`src/rtl/booth_radix4_mul.sv`:
```
// Sequential radix-4 Booth multiplier: one recoded multiplier digit per clock,
// signed or unsigned operands, full 2*WIDTH-bit registered product. WIDTH must be even and >= 4.
module booth_radix4_mul #(
  parameter int WIDTH = 32
) (
  input  logic               clk,
  input  logic               clr,
  input  logic               start,
  input  logic               sgn,
  input  logic [WIDTH-1:0]   a,
  input  logic [WIDTH-1:0]   b,
  output logic               busy,
  output logic               done,
  output logic [2*WIDTH-1:0] product,
  output logic [1:0]         dbg_state
);

  // Handshake: start is only taken in IDLE (busy=0); a, b and sgn are captured on
  // that edge. busy stays high through RUN and DONE; done is a single-cycle pulse
  // during which product already holds the new result. start while busy is dropped.

  localparam int N  = WIDTH / 2 + 1;
  localparam int EW = WIDTH + 2;
  localparam int HW = WIDTH + 3;
  localparam int CW = $clog2(N + 1);
  localparam logic [CW-1:0] LAST = CW'(N - 1);

  typedef enum logic [1:0] {
    S_IDLE = 2'd0,
    S_RUN  = 2'd1,
    S_DONE = 2'd2
  } state_t;

  state_t               state_q, state_d;
  logic [CW-1:0]        cnt_q, cnt_d;
  logic [HW-1:0]        hi_q, hi_d;
  logic [EW-1:0]        lo_q, lo_d;
  logic                 bm1_q, bm1_d;
  logic [HW-1:0]        mcand_q, mcand_d;
  logic [2*WIDTH-1:0]   product_q, product_d;

  logic [HW-1:0]        a_ext;
  logic [EW-1:0]        b_ext;
  logic [2:0]           triplet;
  logic [HW-1:0]        pp;
  logic [HW-1:0]        sum;
  logic [HW+EW-1:0]     shifted;

  assign a_ext = sgn ? {{3{a[WIDTH-1]}}, a} : {3'b000, a};
  assign b_ext = sgn ? {{2{b[WIDTH-1]}}, b} : {2'b00, b};

  // The low multiplier bits ride in lo_q and shift out as product bits shift in.
  assign triplet = {lo_q[1:0], bm1_q};

  always_comb begin
    pp = '0;
    case (triplet)
      3'b001, 3'b010: pp = mcand_q;
      3'b011:         pp = mcand_q << 1;
      3'b100:         pp = -(mcand_q << 1);
      3'b101, 3'b110: pp = -mcand_q;
      default:        pp = '0;
    endcase
  end

  assign sum     = hi_q + pp;
  assign shifted = {{2{sum[HW-1]}}, sum, lo_q[EW-1:2]};

  always_comb begin
    state_d   = state_q;
    cnt_d     = cnt_q;
    hi_d      = hi_q;
    lo_d      = lo_q;
    bm1_d     = bm1_q;
    mcand_d   = mcand_q;
    product_d = product_q;
    case (state_q)
      S_IDLE: begin
        if (start) begin
          state_d = S_RUN;
          cnt_d   = '0;
          hi_d    = '0;
          lo_d    = b_ext;
          bm1_d   = 1'b0;
          mcand_d = a_ext;
        end
      end
      S_RUN: begin
        hi_d  = shifted[HW+EW-1:EW];
        lo_d  = shifted[EW-1:0];
        bm1_d = lo_q[1];
        if (cnt_q == LAST) begin
          state_d   = S_DONE;
          product_d = shifted[2*WIDTH-1:0];
        end else begin
          cnt_d = cnt_q + CW'(1);
        end
      end
      S_DONE: begin
        state_d = S_IDLE;
        cnt_d   = '0;
      end
      default: state_d = S_IDLE;
    endcase
  end

  always_ff @(posedge clk) begin
    if (!clr) begin
      state_q   <= S_IDLE;
      cnt_q     <= '0;
      hi_q      <= '0;
      lo_q      <= '0;
      bm1_q     <= 1'b0;
      mcand_q   <= '0;
      product_q <= '0;
    end else begin
      state_q   <= state_d;
      cnt_q     <= cnt_d;
      hi_q      <= hi_d;
      lo_q      <= lo_d;
      bm1_q     <= bm1_d;
      mcand_q   <= mcand_d;
      product_q <= product_d;
    end
  end

  assign busy      = (state_q != S_IDLE);
  assign done      = (state_q == S_DONE);
  assign product   = product_q;
  assign dbg_state = state_q;

endmodule
```
`config.mk`:
```
export PLATFORM = sky130hd
export DESIGN_NAME = booth_radix4_mul
export DESIGN_NICKNAME = d
export VERILOG_FILES = /design/src/rtl/booth_radix4_mul.sv
export SDC_FILE = /design/constraint.sdc
export NUM_CORES = 1
export LEC_CHECK = 0
export ABC_AREA = 1
export CAP_MARGIN = 20
export CORE_MARGIN = 3
export CORE_UTILIZATION = 35
export DETAILED_ROUTE_END_ITERATION = 10
export GPL_TIMING_DRIVEN = 0
export PLACE_DENSITY = 0.63
export SETUP_SLACK_MARGIN = 0.5
export SLEW_MARGIN = 20
export SYNTH_ARGS = -nofsm -noshare
export SYNTH_HDL_FRONTEND = slang
export SYNTH_SLANG_ARGS = --single-unit
```
`constraint.sdc`:
```
create_clock -name clk -period 3.62 [get_ports clk]
set_input_delay 0.362 -clock clk [delete_from_list [all_inputs] [get_ports clk]]
set_output_delay 0.362 -clock clk [all_outputs]
set_load 0.02 [all_outputs]
```
; Word-level counts from Yosys, hierarchy flattened
; Index checks and enable logic that the tools add are counted.
[op_classes]
add_sub_neg = 4
eq_ne = 12
muxes = 15
reduce_logical = 11
[ops]
columns = operator, n
row1 = $pmux 35 s4, 1
row2 = $mux 35, 2
row3 = $neg 35->35, 2
row4 = $pmux 35 s2, 1
row5 = $mux 34, 2
row6 = $pmux 34 s2, 1
row7 = $add 35x35->35, 1
row8 = $pmux 5 s3, 1
row9 = $mux 5, 2
row10 = $eq 3x3->1 const B, 3
row11 = $reduce_and 2->1, 4
row12 = $eq 3x2->1 const B, 2
row13 = $ne 2x2->1 const B, 3
row14 = $add 5x1->5 const B, 1
row15 = $eq 5x5->1 const B, 1
row16 = $mux 2, 2
row17 = $pmux 2 s2, 1
row18 = $reduce_bool 2->1, 2
row19 = $reduce_or 2->1, 2
row20 = $eq 3x1->1 const B, 1
row21 = $reduce_and 3->1, 1
row22 = $reduce_bool 3->1, 1
row23 = $eq 2x1->1 const B, 1
row24 = $eq 2x2->1 const B, 1
row25 = 3 further kinds, 3
[word_totals]
register_bits = 176
inputBits = 68
out_inout_bits = 68

; Depth between registers and ports, before layout
[depth]
depth_word = 5
mapped_depth = 27
ltp_nobuf = 27

; Worst setup path before layout
; No wires, ideal clock.
[synth_path]
kind = register to register
from = register mcand_q[0]
to = register hi_q[28]
setup_ns = 0.070
arrival_ns = 2.979
path_slack_ns = 0.570
stages_incl_launch_ff = 25
path_buffers = 0
cell_sequence = dfxtp_1 > inv_1 > ha_1 > nand2_1 > nor2_4 > nand4_1 > nor3_2 > nand2_1 > nor2_2 > nand2_1 > nor2_1 > inv_1 > nand3_1 > o2111ai_1 > ha_1 > nand2_1 > nor2_1 > inv_1 > nor2_1 > inv_1 > o21a_1 > nand2_1 > xor2_1 > nand2_1 > a21oi_1
[synth_between]
elab_chain_cells = 4
[synth_rtl]
columns = element, line
row1 = "start, declared", 39  ; logic [HW-1:0] mcand_q, mcand_d;
row2 = "start signal, assigned", 122  ; mcand_q <= mcand_d;
row3 = "$neg 35->35, on equally long branches", "61, 60"
row4 = $pmux 35 s4 (*), 57  ; case (triplet)
row5 = $add 35x35->35 (*), 66  ; assign sum = hi_q + pp;
row6 = $pmux 35 s2 (*), 77  ; case (state_q)
row7 = "end signal, assigned", 119  ; hi_q <= hi_d;
row8 = "end, declared", 36  ; logic [HW-1:0] hi_q, hi_d;
; Mark *: on every way between the ends. The rest lies on a longest branch, timed or not.
; A chain may end at the register's enable or synchronous reset.

; Worst setup path in the final report
[layout_path]
from = register mcand_q[0]
to = register product_q[62], in the netlist product[62]
[layout_between]
elab_chain_cells = 3
[layout_rtl]
columns = element, line
row1 = "$neg 35->35, on equally long branches", "61, 60"
row2 = $pmux 35 s4 (*), 57
row3 = $add 35x35->35 (*), 66
row4 = "end signal, assigned", 123  ; product_q <= product_d;
row5 = "end, declared", 40  ; logic [2*WIDTH-1:0] product_q, product_d;
; Marked as above.

==> impl_metrics.py <==
metrics = {
    "status": {
        "outcome": "complete, no violations",
    },
    "synth": {
        "synth_edf_count": 0,
        "syn_area_per_cell_um2": 6.90,
        "syn_nets": 1607,
        "synthTopCellsByCount": "289 x nand2_1, 172 x dfxtp_1, 170 x inv_1, 142 x nor2_1, 114 x a21oi_1",
        "synthArstFlopShare": 0,
        "ys_seq_area_frac": 0.333,
        "synth-main-ff-cell": "dfxtp_1",
        "synthesis.area_um2": 10300,
        "ys_warn_count": 0,
        "yosys.area.top_type_share": 0.333,
        "synth_cells": 1501,
        "synth.area.top_cells": "dfxtp_1 33%, nand2_1 10%, inv_1 6.2%",
        "synth_most_common_cell": "nand2_1",
        "ys_types": 55,
        "synth_area_leader_cell": "dfxtp_1",
        "ys_seq_elements": 172,
    },
    "placed_design": {
        "dpl.hpwl_um": 28700,
        "pre_cts_ws_ps": -481,
        "gp_congestion": 0.977,
        "portBuffers": 135,
    },
    "route": {
        "drt_first_iter_violations": 860,
        "firstDrtPassIters": 5,
        "wl_per_cell_um": 19.2,
        "ant_nets": 0,
        "vias": 11717,
        "drc_errors": 0,
        "vias_per_cell": 5.43,
        "drt_wl_total_um": 41400,
    },
    "die": {
        "core-area_um2": 28900,
        "initial_core_util": 0.358,
        "num_rows": 62,
        "die_area_um2": 31700,
        "die_y_um": 178,
        "die_x_um": 178,
        "io-pin-count": 136,
    },
    "timing": {
        "setup_viol": 0,
        "relSlewSlack": 0.490,
        "fmax_mhz": 283,
        "worst_pin_slew_ps": 765,
        "setup_ws_ps": 85.3,
        "fin_skew_ps": 16.8,
        "rsz0062_at_grt": "yes",
        "min_period_over_period": 0.976,
        "fin_tns_setup_ps": 0,
        "period_needed_ps": 3530,
        "hold_viol_final": 0,
        "maxSlewViolCount": 0,
    },
    "cells_and_area": {
        "syn2layout_area_growth_pct": 54.2,
        "drive_gt1_frac": 0.303,
        "layout.nets": 1867,
        "fillers": 2572,
        "diodes": 0,
    },
    "setup_path": {
        "cp_top_family": "simple AND/OR/NAND/NOR gates",
        "worst_setup_path_start_kind": "register",
        "slowest_stage": "ha_4",
        "crit_path_end_kind": "register",
        "crit_chain": "inv_4, ha_4, nand2_4, nor2_4, nand4_1, nor3_4, xor2_2, o22ai_1, a21oi_1, o21ai_2, ha_4, nand2_8, nor2_4, inv_1, nor2_1, nor2_1, nand2_2, nand4_1, nand2_2, xor2_2, buf_4, o21bai_1, inv_1",
        "critPathLaunch": "mcand_q[0]",
        "path_max_fanout": 4,
        "required_ps": 3970,
        "worst-path-buf-inv": 4,
        "rr_startpoint": "mcand_q[0]",
        "crit_type": "register to register",
        "slowest_delay_ps": 400,
        "arrival_ps": 3880,
    },
    "min_path": {
        "holdCritStartpoint": "lo_q[33]",
        "hold_path_class": "register to register",
    },
    "global_routing": {
        "gr-usage-all-layers": 0.246,
        "grt_max_degree": 23,
        "grt_pass1_wl_um": 61100,
        "grt_pass1_vias": 11279,
        "antenna_found_initial": 0,
        "grt_overflow": 0,
    },
    "clocking": {
        "cts_buffer_depth": 2,
        "htree_levels": 4,
        "clock_latency_ps": 460,
        "root_buffer": "clkbuf_16",
        "numCtsBuffers": 17,
        "cts_tree": "done",
        "clk_pin_slew_ps": 80,
        "cts_hold_buf": 0,
        "cts_sinks": 172,
    },
    "pwr": {
        "power_leakage_nw": 6.24,
        "ir_worst_vdd_mv": 0.354,
        "power_density_nw_per_um2": 378,
    },
    "run": {
        "cap_violations": 0,
    },
}
[final cells by class]
cell class	instances	area, um^2	area share
clock inverter	15	225	0.0141
tap	384	480	0.0301
inverter	179	689	0.0432
clock buffer	17	425	0.0267
timing repair buffer	241	2260	0.141
buffer	68	319	0.0200
multi-input combinational	1082	8110	0.508
sequential	172	3450	0.216
[metal layers]
metal	track usage	vias to the layer above	routed length (um)
li1	-	5555	-
met1	0.301	5624	16900
met2	0.408	435	19400
met3	0.0657	103	3030
met4	0.0995	0	2010
met5	0	-	0
[tightest hold or removal path, cell delays in order, from the launching register on]
cell and delay, ps:
dfxtp_1 330, nand2_1 60, nand2_1 40
[flip-flops by register name (all words and copies together) (netlist names)]
| signal | flops |
|---|---|
| mcand_q | 33 |
| cnt_q | 5 |
| bm1_q | 1 |
| product | 64 |
| lo_q | 34 |
| hi_q | 33 |
| dbg_state | 2 |
[cells in the final DEF (no fill, tap or decap), drive strengths merged]
cell type	n
dfxtp	172
a211oi	60
ha	37
o31ai	2
o2111ai	17
nand2b	1
clkinv	7
and2	1
a21o	7
o21a	6
a221oi	2
nand2	307
nand4	16
a21oi	118
o21ai	125
o21bai	20
nand3	108
buf	136
a21boi	1
xor2	33
clkbuf	55
o211ai	11
nor2	158
a31oi	5
nor3b	1
clkdlybuf4s50	135
and3	1
xnor2	3
o221ai	1
nor4	2
o22ai	10
a221o	3
or2	5
inv	187
a22oi	1
fa	1
nand3b	11
nor3	8
[logic make-up (layout without fill, tap and decap cells)]
group,Yosys count,in the layout,share of synthesized area
xor+xnor,36,36,0.0305
flops,172,172,0.333
fa+ha+maj,38,38,0.0467
simple gates,619,619,0.269
compound gates,389,389,0.229
buf+inv,247,520,0.0926
[report_power, final]
part	leakage [nW]	internal, W	switching, W	total (W)
sequential	1.41	0.00199	0.0000848	0.00207
clock	0.310	0.000975	0.00104	0.00202
combinational	4.53	0.000799	0.00114	0.00194
total	6.24	0.00376	0.00227	0.00603
[through the flow]
step	cells	utilization	cell area [um^2]	power (W)	hold WS, ps
after global placement	2020	0.421	12200	0.00326	457
final	2158	0.552	16000	0.00603	468
after global routing	2158	0.552	16000	0.00624	508
after CTS	2131	0.521	15100	0.00577	471
after floorplan	1501	-	10300	0.00285	438
after detailed placement	2020	0.421	12200	0.00327	463
[path summary, 6_finish.rpt]
check / to / slack [ps] / depth (start not counted)
min reg2reg: product[31] / 470 / 2
max: product[62] / 90 / 23
min: product[31] / 470 / 2
max reg2reg: product[62] / 90 / 23
[repair_timing]
item / CTS / global route
endpoints found under the setup margin: 63 / 55
pin swaps: 119 / 108
gates resized for setup: 368 / 148
setup buffers: 79 / 27
No activity file was read; power rests on OpenSTA's default activity.
